[config.mk]
export PLATFORM = sky130hd
export DESIGN_NAME = aes_inv_key_sched
export DESIGN_NICKNAME = d
export VERILOG_FILES = /design/src/rtl/aes_inv_key_sched.sv
export SDC_FILE = /design/constraint.sdc
export NUM_CORES = 2
export LEC_CHECK = 0
export CORE_AREA = 2 2 382 384
export DETAILED_ROUTE_END_ITERATION = 7
export DIE_AREA = 0 0 384 386
export GPL_TIMING_DRIVEN = 0
export PLACE_DENSITY = 0.78
export SYNTH_ARGS = -nofsm -noshare
export SYNTH_HDL_FRONTEND = slang
export SYNTH_SLANG_ARGS = --single-unit
[constraint.sdc]
create_clock -name clk -period 25.3 [get_ports clk]
set_input_delay 3.795 -clock clk [delete_from_list [all_inputs] [get_ports clk]]
set_output_delay 3.795 -clock clk [all_outputs]
set_load 0.02 [all_outputs]
[src/rtl/aes_inv_key_sched.sv]
// rtl/aes_inv_key_sched.sv - word-serial AES key schedule emitting round keys NR..0 over valid/ready
// Optional feature macro AES_EQ_INV_KEY_EN: InvMixColumns on rounds 1..NR-1 (equivalent inverse cipher).

module aes_sbox (
  input  logic [7:0] a,
  output logic [7:0] y
);
  function automatic logic [7:0] gf_mul(input logic [7:0] x, input logic [7:0] z);
    logic [7:0] acc;
    logic [7:0] p;
    acc = 8'h00;
    p   = x;
    for (int k = 0; k < 8; k++) begin
      if (z[k]) acc = acc ^ p;
      p = {p[6:0], 1'b0} ^ (p[7] ? 8'h1b : 8'h00);
    end
    return acc;
  endfunction

  logic [7:0] inv;
  logic [7:0] pw;

  // Multiplicative inverse as a^254 (maps 0 to 0), followed by the affine transform.
  always_comb begin
    inv = 8'h01;
    pw  = a;
    for (int k = 1; k < 8; k++) begin
      pw  = gf_mul(pw, pw);
      inv = gf_mul(inv, pw);
    end
  end

  assign y = inv ^ {inv[6:0], inv[7]} ^ {inv[5:0], inv[7:6]} ^
             {inv[4:0], inv[7:5]} ^ {inv[3:0], inv[7:4]} ^ 8'h63;
endmodule

module aes_inv_key_sched #(
  parameter int NK = 4
) (
  input  logic              clk,
  input  logic              rst_n,
  input  logic              start,
  input  logic [32*NK-1:0]  key_in,
  output logic              busy,
  output logic              rk_valid,
  input  logic              rk_ready,
  output logic [127:0]      rk_out,
  output logic [3:0]        rk_round,
  output logic              done
);
  localparam int NR      = NK + 6;
  localparam int NW      = 4 * (NR + 1);
  localparam int FWD_END = NW - NK;

  typedef enum logic [1:0] {IDLE, FWD, BWD} state_t;

  state_t       state, state_n;
  logic [31:0]  win   [NK];
  logic [31:0]  win_n [NK];
  logic [7:0]   b, b_n;
  logic [3:0]   r, r_n;
  logic         busy_n, valid_n;
  logic [127:0] rk_q, rk_n, sel;
  logic [7:0]   off;

  logic [7:0]   idx;
  logic         idx_mod0, idx_mod4;
  logic [31:0]  t_in, sub_in, sub_out, t_word, new_fwd, new_bwd;

  function automatic logic [7:0] rcon(input logic [7:0] n);
    case (n)
      8'd1:    return 8'h01;
      8'd2:    return 8'h02;
      8'd3:    return 8'h04;
      8'd4:    return 8'h08;
      8'd5:    return 8'h10;
      8'd6:    return 8'h20;
      8'd7:    return 8'h40;
      8'd8:    return 8'h80;
      8'd9:    return 8'h1b;
      8'd10:   return 8'h36;
      default: return 8'h00;
    endcase
  endfunction

  function automatic logic in_win(input logic [3:0] rr, input logic [7:0] bb);
    logic [7:0] lo;
    lo = {2'b00, rr, 2'b00};
    return (lo >= bb) && (lo + 8'd3 <= bb + 8'(NK - 1));
  endfunction

  // One recurrence term per cycle; forward uses index b+NK, backward index b+NK-1.
  assign idx      = (state == FWD) ? b + 8'(NK) : b + 8'(NK - 1);
  assign t_in     = (state == FWD) ? win[NK-1] : win[NK-2];
  assign idx_mod0 = (idx % 8'(NK)) == 8'd0;
  assign idx_mod4 = (idx % 8'(NK)) == 8'd4;
  assign sub_in   = idx_mod0 ? {t_in[23:0], t_in[31:24]} : t_in;

  for (genvar g = 0; g < 4; g++) begin : g_sbox
    aes_sbox u_sbox (
      .a (sub_in[8*g +: 8]),
      .y (sub_out[8*g +: 8])
    );
  end

  assign t_word  = idx_mod0 ? (sub_out ^ {rcon(idx / 8'(NK)), 24'h000000})
                 : ((NK == 8) && idx_mod4) ? sub_out : t_in;
  assign new_fwd = win[0] ^ t_word;
  assign new_bwd = win[NK-1] ^ t_word;

  always_comb begin
    state_n = state;
    win_n   = win;
    b_n     = b;
    r_n     = r;
    busy_n  = busy;
    valid_n = rk_valid;
    case (state)
      IDLE: begin
        if (start) begin
          for (int k = 0; k < NK; k++) win_n[k] = key_in[32*(NK-k)-1 -: 32];
          b_n     = 8'd0;
          r_n     = 4'(NR);
          busy_n  = 1'b1;
          valid_n = 1'b0;
          state_n = FWD;
        end
      end
      FWD: begin
        for (int k = 0; k < NK - 1; k++) win_n[k] = win[k+1];
        win_n[NK-1] = new_fwd;
        b_n         = b + 8'd1;
        if (b_n == 8'(FWD_END)) begin
          r_n     = 4'(NR);
          valid_n = 1'b1;
          state_n = BWD;
        end
      end
      BWD: begin
        if (rk_valid) begin
          if (rk_ready) begin
            if (r == 4'd0) begin
              valid_n = 1'b0;
              busy_n  = 1'b0;
              state_n = IDLE;
            end else begin
              r_n     = r - 4'd1;
              valid_n = in_win(r - 4'd1, b);
            end
          end
        end else begin
          win_n[0] = new_bwd;
          for (int k = 1; k < NK; k++) win_n[k] = win[k-1];
          b_n     = b - 8'd1;
          valid_n = in_win(r, b - 8'd1);
        end
      end
      default: state_n = IDLE;
    endcase

    off = {2'b00, r_n, 2'b00} - b_n;
    sel = rk_q;
    for (int j = 0; j <= NK - 4; j++) begin
      if (off == 8'(j)) sel = {win_n[j], win_n[j+1], win_n[j+2], win_n[j+3]};
    end
    rk_n = valid_n ? sel : rk_q;
  end

  always_ff @(posedge clk or negedge rst_n) begin
    if (!rst_n) begin
      state    <= IDLE;
      for (int k = 0; k < NK; k++) win[k] <= 32'h0;
      b        <= 8'd0;
      r        <= 4'd0;
      busy     <= 1'b0;
      rk_valid <= 1'b0;
      rk_q     <= 128'h0;
    end else begin
      state    <= state_n;
      win      <= win_n;
      b        <= b_n;
      r        <= r_n;
      busy     <= busy_n;
      rk_valid <= valid_n;
      rk_q     <= rk_n;
    end
  end

  assign done     = (state == BWD) && rk_valid && rk_ready && (r == 4'd0);
  assign rk_round = r;

`ifdef AES_EQ_INV_KEY_EN
  function automatic logic [7:0] xt(input logic [7:0] x);
    return {x[6:0], 1'b0} ^ (x[7] ? 8'h1b : 8'h00);
  endfunction

  function automatic logic [7:0] mul9(input logic [7:0] x);
    return xt(xt(xt(x))) ^ x;
  endfunction

  function automatic logic [7:0] mul11(input logic [7:0] x);
    return xt(xt(xt(x))) ^ xt(x) ^ x;
  endfunction

  function automatic logic [7:0] mul13(input logic [7:0] x);
    return xt(xt(xt(x))) ^ xt(xt(x)) ^ x;
  endfunction

  function automatic logic [7:0] mul14(input logic [7:0] x);
    return xt(xt(xt(x))) ^ xt(xt(x)) ^ xt(x);
  endfunction

  function automatic logic [31:0] inv_mix_col(input logic [31:0] c);
    logic [7:0] a0, a1, a2, a3;
    {a0, a1, a2, a3} = c;
    return {mul14(a0) ^ mul11(a1) ^ mul13(a2) ^ mul9(a3),
            mul9(a0)  ^ mul14(a1) ^ mul11(a2) ^ mul13(a3),
            mul13(a0) ^ mul9(a1)  ^ mul14(a2) ^ mul11(a3),
            mul11(a0) ^ mul13(a1) ^ mul9(a2)  ^ mul14(a3)};
  endfunction

  function automatic logic [127:0] inv_mix(input logic [127:0] k);
    return {inv_mix_col(k[127:96]), inv_mix_col(k[95:64]),
            inv_mix_col(k[63:32]), inv_mix_col(k[31:0])};
  endfunction

  // First and last round keys feed AddRoundKey directly and stay raw.
  assign rk_out = ((r != 4'd0) && (r != 4'(NR))) ? inv_mix(rk_q) : rk_q;
`else
  assign rk_out = rk_q;
`endif
endmodule

=== Word-level counts from Yosys, hierarchy flattened ===
Memory sizes are Yosys's and may differ from the RTL's.
Index checks and enable logic that the tools add are counted.

* Register bits after elaboration: 272
* ROM bits: 128
* Input bits: 132
* Output and inout port bits: 135
* Logic and storage cells: 1671
* Memories: 1

{| class="wikitable"
|+ Memories
! memory !! depth !! width !! rd ports !! clocked after Yosys merged registers in !! wr ports !! line !! source
|-
| (no name shown) || 16 || 8 || 1 || 0 || 0 || 71 || <nowiki>case (n)</nowiki>
|}

* $add $sub $neg: 9
* Order comparisons: 4
* Equal/unequal tests: 8
* Mux-type cells: 846
* Bitwise gates (word level): 779
* Reduce and logical (&&, ||, !) cells: 14

{| class="wikitable"
|+ Operators by type and width
! operator !! number
|-
| 8-bit XOR || 744
|-
| 8-bit 2-to-1 mux || 424
|-
| 5-bit 2-to-1 mux || 368
|-
| 128-bit one-hot mux with 3 select lines || 1
|-
| 128-bit 2-to-1 mux || 2
|-
| 32-bit 2-to-1 mux || 3
|-
| 32-bit XOR || 3
|-
| 4-bit 2-to-1 mux || 9
|-
| 7-bit 2-to-1 mux || 4
|-
| 1-bit inverter (first input constant) || 28
|-
| 6-bit 2-to-1 mux || 4
|-
| 8-bit one-hot mux with 3 select lines || 1
|-
| 2-bit 2-to-1 mux || 9
|-
| 8-bit by 2-bit adder with 8-bit output (second input constant) || 2
|-
| 6-bit by 8-bit >= comparator with 1-bit output || 2
|-
| 7-bit by 8-bit <= comparator with 1-bit output || 2
|-
| 8-bit logical NOT || 2
|-
| 4-bit inverter || 4
|-
| 6-bit by 2-bit adder with 7-bit output (second input constant) || 2
|-
| 1-bit 2-to-1 mux || 13
|-
| 3-bit 2-to-1 mux || 4
|-
| 4-bit one-hot mux with 3 select lines || 1
|-
| 5-bit AND reduction || 2
|-
| 8-bit by 1-bit adder with 8-bit output (second input constant) || 1
|-
| 17 further kinds || 25
|}

=== Logic depth before layout (Yosys ltp) ===
* Depth after elaboration: 141
* Depth in mapped cells: 86
* Gate-level depth less buffers: 67

=== By module ===
A second synthesis with hierarchy kept.

* Cell total of the unflattened synthesis: 9372
* Area, all modules: 77081.4 µm²

{| class="wikitable"
|+ By module, submodules not included
! module !! instances !! cells each !! area each (µm²) !! seq. area each (µm²)
|-
| aes_sbox || 4 || 1942 || 15220.8 || 0.0
|-
| aes_inv_key_sched || 1 || 1604 || 16198.0 || 6806.5
|}

=== Worst setup path before layout ===
Ideal clock, no wire load.

* Kind: reg2reg
* Start: register b[1]
* End: register rk_q[99] (netlist: rk_out[99])
* Setup time: 0.131 ns
* Arrival time: 18.030 ns
* Required time: 25.169 ns
* Slack: 7.139 ns
* Stages on the path, launching flop included: 80
* Path buffers: 21
* Clock period less this slack: 18.161 ns
* Cells stage by stage: dfrtp_1 -> buf_2 -> inv_1 -> ha_1 -> and2_0 -> buf_2 -> a21o_1 -> buf_4 -> buf_8 -> buf_6 -> buf_6 -> buf_6 -> buf_6 -> buf_6 -> buf_6 -> buf_2 -> buf_6 -> buf_2 -> [... 44 more ...] -> xor2_4 -> xor2_1 -> and2b_1 -> xnor2_1 -> xnor2_1 -> xnor2_1 -> xnor2_1 -> xnor2_1 -> xnor2_1 -> xnor2_1 -> xnor2_1 -> xnor2_1 -> a21oi_1 -> xor2_1 -> a221oi_1 -> nor2_1 -> o21ai_0 -> o21ai_1

* Word-level cells in the longest chain between the ends: 137
* Elaborated cells on any way between the ends: 422
* Classes of those cells: add/sub: 6; order compare: 4; eq/ne: 1; mux: 218; bitwise: 188; reduce/logical: 5

{| class="wikitable"
|+ Ends and longest elaborated chain
! item !! line !! source
|-
| start, declared || 60 || <nowiki>logic [7:0] b, b_n;</nowiki>
|-
| start signal, assigned || 181 || <nowiki>b <= b_n;</nowiki>
|-
| 8-bit by 2-bit adder with 8-bit output / 8-bit by 3-bit adder with 8-bit output (equally long branches) || 89, 93 ||
|-
| 8-bit 2-to-1 mux || 93 || <nowiki>assign idx = (state == FWD) ? b + 8'(NK) : b + 8'(NK - 1);</nowiki>
|-
| 8-bit logical NOT || 95 || <nowiki>assign idx_mod0 = (idx % 8'(NK)) == 8'd0;</nowiki>
|-
| 32-bit 2-to-1 mux || 97 || <nowiki>assign sub_in = idx_mod0 ? {t_in[23:0], t_in[31:24]} : t_in;</nowiki>
|-
| 5-bit 2-to-1 mux, or another cell as far along || 15 || <nowiki>p = {p[6:0], 1'b0} ^ (p[7] ? 8'h1b : 8'h00);</nowiki>
|-
| 8-bit XOR (on tied branches) || 15, 14 ||
|-
| 8-bit XOR / 8-bit 2-to-1 mux (equally long branches) || 14 || <nowiki>if (z[k]) acc = acc ^ p;</nowiki>
|-
| 8-bit 2-to-1 mux / 8-bit XOR (equally long branches) || 14 ||
|-
| [... 119 more ...] || n/a ||
|-
| 8-bit 2-to-1 mux || 14 ||
|-
| 8-bit XOR (3 in a row) || 33 || <nowiki>assign y = inv ^ {inv[6:0], inv[7]} ^ {inv[5:0], inv[7:6]} ^</nowiki>
|-
| 8-bit XOR || 34 || <nowiki>{inv[4:0], inv[7:5]} ^ {inv[3:0], inv[7:4]} ^ 8'h63;</nowiki>
|-
| 32-bit XOR || 106 || <nowiki>assign t_word = idx_mod0 ? (sub_out ^ {rcon(idx / 8'(NK)), 24'h000000})</nowiki>
|-
| 32-bit 2-to-1 mux || 106 ||
|-
| 32-bit XOR || 109 || <nowiki>assign new_bwd = win[NK-1] ^ t_word;</nowiki>
|-
| 128-bit 2-to-1 mux || 140 || <nowiki>if (rk_valid) begin</nowiki>
|-
| 128-bit one-hot mux with 3 select lines || 118 || <nowiki>case (state)</nowiki>
|-
| end signal, assigned || 185 || <nowiki>rk_q <= rk_n;</nowiki>
|-
| end, declared || 63 || <nowiki>logic [127:0] rk_q, rk_n, sel;</nowiki>
|}

Several ways; a longest one is shown, not always the timed one.
A chain may end at the register's enable or synchronous reset.

==> impl_metrics.toml <==
[status]
status = "finished with violations"
violations = "design-rule violations, max-slew violations"

[setup_path]
cp_max_fo = 10
path_class = "register to register"
cp-end-kind = "register"
critPathMostFrequentCell = "xnor2_1"
critPathSlowestCell = "mux2i_1"
cp.buffers_inverters = 27
cp-start-kind = "register"
path_delay_family = "XOR/XNOR gates"
critPathRequiredTime_ns = 25.81
crit_path_max_incr_delay_ns = 0.78
cp.arrival_ns = 24.70

[sta]
maxSlewHeadroom = -0.104
tightest_slew_ns = 1.66
maxSlewViolCount = 4
fmax_ghz = 0.0413
period_share = 0.956
tns_ns = 0
hold_violations = 0
period_needed_ns = 24.19
final-setup-viol-count = 0
rsz0062_at_grt = "false"
skew_ns = 0.0241
hold_ws_ns = 0.478

[global_route]
grt_pass1_wl_um = 406000
grt-ovfl-total = 0
grt_pass1_vias = 68379
antenna_found_initial = 5
grt_start_max_net_pins = 127
grtUsageTotal = 0.341

[logic_synthesis]
ys_seq_elements = 272
yosys.area.top_type = "xnor2_1"
ys_seq_area_frac = 0.0950
yosys-top-cells-area = "xnor2_1, dfrtp_1, xnor3_1"
synth_cell_types = 123
synth_area_mm2 = 0.0717
ys.flop_type = "dfrtp_1"
async_reset_ff_frac = 1.00
synth_edf_count = 0
avgSynthCellArea_um2 = 7.59
netlist.area_leader.share = 0.213
yosysWarnings = 0
synth_nets = 9627
synthCells = 9443

[cts]
cts_setup_buffers = 0
clkLatencyLatePin_ns = 0.58
cts_tree = "yes"
path_clk_slew_ns = 0.07
cts-root-buf = "clkbuf_16"
cts_sinks = 272
cts_buffers = 27
clock_path_buffers = 3
cts_max_level = 1

[placed_design]
place_congestion = 1.07
placed_cells = 11627
dp_hpwl_um = 205000
port_buffers = 265

[hold_path]
hold_path_class = "register to register"

[floorplanning]
ioPinCount = 267
die_w_um = 384
start_util = 0.496
core_area_mm2 = 0.145
die-area_mm2 = 0.148
die_y_um = 386
rows = 140

[drt]
drt_pass1_iterations = 8
ant_nets = 0
drc = 22
drtIter0Drc = 9736
dr_total_vias = 73039
wl_um = 266000
via_per_inst = 6.25
wl_per_cell_um = 22.8

[flow_run]
drv_cap = 0

[layout]
drive_above_1_share = 0.0671
final_cells = 11682
final_nets = 9924
area_growth_pct = 8.48
fill_cells = 13825
## cells in the final DEF, fill, tap and decap left out, types with 238 or more instances in the layout
cell and count:
xnor2_1 1742, nor2_1 1401, nand2_1 1171, xor2_1 475, a21oi_1 435, clkbuf_1 391, o21ai_0 366, xnor3_1 285
dfrtp_1 272, clkdlybuf4s50_1 264, mux2i_1 263, nor3_1 238
## registers in the layout (all words and copies together), names as in the netlist
signal and count:
b 8, busy 1, rk_out 128, rk_round 4, rk_valid 1, state 2
win 128
## layout make-up
class | instances | area [um2] | area share
Sequential cell | 272 | 6810 | 0.0875
Buffer | 657 | 3090 | 0.0397
Multi-Input combinational cell | 8386 | 61300 | 0.789
Timing Repair Buffer | 268 | 2720 | 0.0350
Tap cell | 1917 | 2400 | 0.0308
Inverter | 128 | 480 | 0.00618
Clock inverter | 18 | 224 | 0.00288
Clock buffer | 32 | 714 | 0.00919
Antenna cell | 4 | 10.0 | 0.000129
## per-layer routing
metal	routed length (um)	track usage	up-vias
li1	-	-	32896
met1	107000	0.455	35044
met2	121000	0.556	4372
met3	26800	0.0533	721
met4	11100	0.121	6
met5	38	0	-
## what timing repair did
action	in CTS	in global routing
setup endpoints to repair	0	6
gates resized for setup	0	2
hold buffers	0	0
## final timing paths
kind                                   startpoint                endpoint  slack [ns]  cells past startpoint
min in group asynchronous                   rst_n  rk_out[57]$_DFFE_PN0P_        3.20                      1
hold reg to reg            rk_out[63]$_DFFE_PN0P_  rk_out[63]$_DFFE_PN0P_        0.48                      2
hold / removal             rk_out[63]$_DFFE_PN0P_  rk_out[63]$_DFFE_PN0P_        0.48                      2
setup / recovery                   b[1]$_DFF_PN0_   rk_out[3]$_DFFE_PN0P_        1.11                     83
max in group asynchronous                   rst_n       win[39]$_DFF_PN0_       20.64                      3
setup reg to reg                   b[1]$_DFF_PN0_   rk_out[3]$_DFFE_PN0P_        1.11                     83
## worst reg2reg max path, delay by kind of cell, from the launching register on
| family | cells | cell delay, ns |
|---|---|---|
| compound gates | 11 | 2.09 |
| simple gates | 7 | 1.08 |
| xor+xnor | 27 | 8.44 |
| fa+ha+maj | 5 | 1.73 |
| buf+inv | 27 | 8.34 |
| flops | 1 | 0.35 |
| mux | 6 | 2.15 |
## cell usage after synthesis (44+ instances only)
library cell and n:
xnor2_2 90, a21oi_1 435, and2_1 46, mux2i_1 263, inv_1 107, xnor3_1 285
dfrtp_1 272, o22ai_1 117, mux2_2 88, a22oi_1 130, nand3_1 215, buf_2 118
xnor2_1 1743, nor2b_1 60, a211oi_1 70, buf_1 54, buf_4 68, nand2b_1 69
nand2_1 1171, ha_1 52, o211ai_1 71, o21ai_1 68, a221oi_1 44, nor2_1 1401
o21ai_0 366, a31oi_1 73, xor2_1 476, nor3_1 238, clkbuf_1 388
## per-stage QoR
step / utilization / worst slack (ns) / cell area, um2
2_1_floorplan: - / 7.14 / 71700
3_3_place_gp: 0.531 / 2.14 / 76700
3_5_place_dp: 0.531 / 1.68 / 76800
4_1_cts: 0.538 / 1.62 / 77700
5_1_grt: 0.538 / 0.0837 / 77800
6_report: 0.538 / 1.11 / 77800
## cells by family after synthesis
| group | share of synthesized area |
|---|---|
| and+or+nand+nor | 0.203 |
| xor gates and xnor gates | 0.415 |
| AOI/OAI and AO/OA | 0.167 |
| buffers and inverters | 0.0498 |
| muxes | 0.0603 |
| DFF | 0.0950 |
| adders and majority gates | 0.00936 |
Power is not shown: default switching activity piles up to over one toggle a cycle in this logic, so the estimate is an artifact.
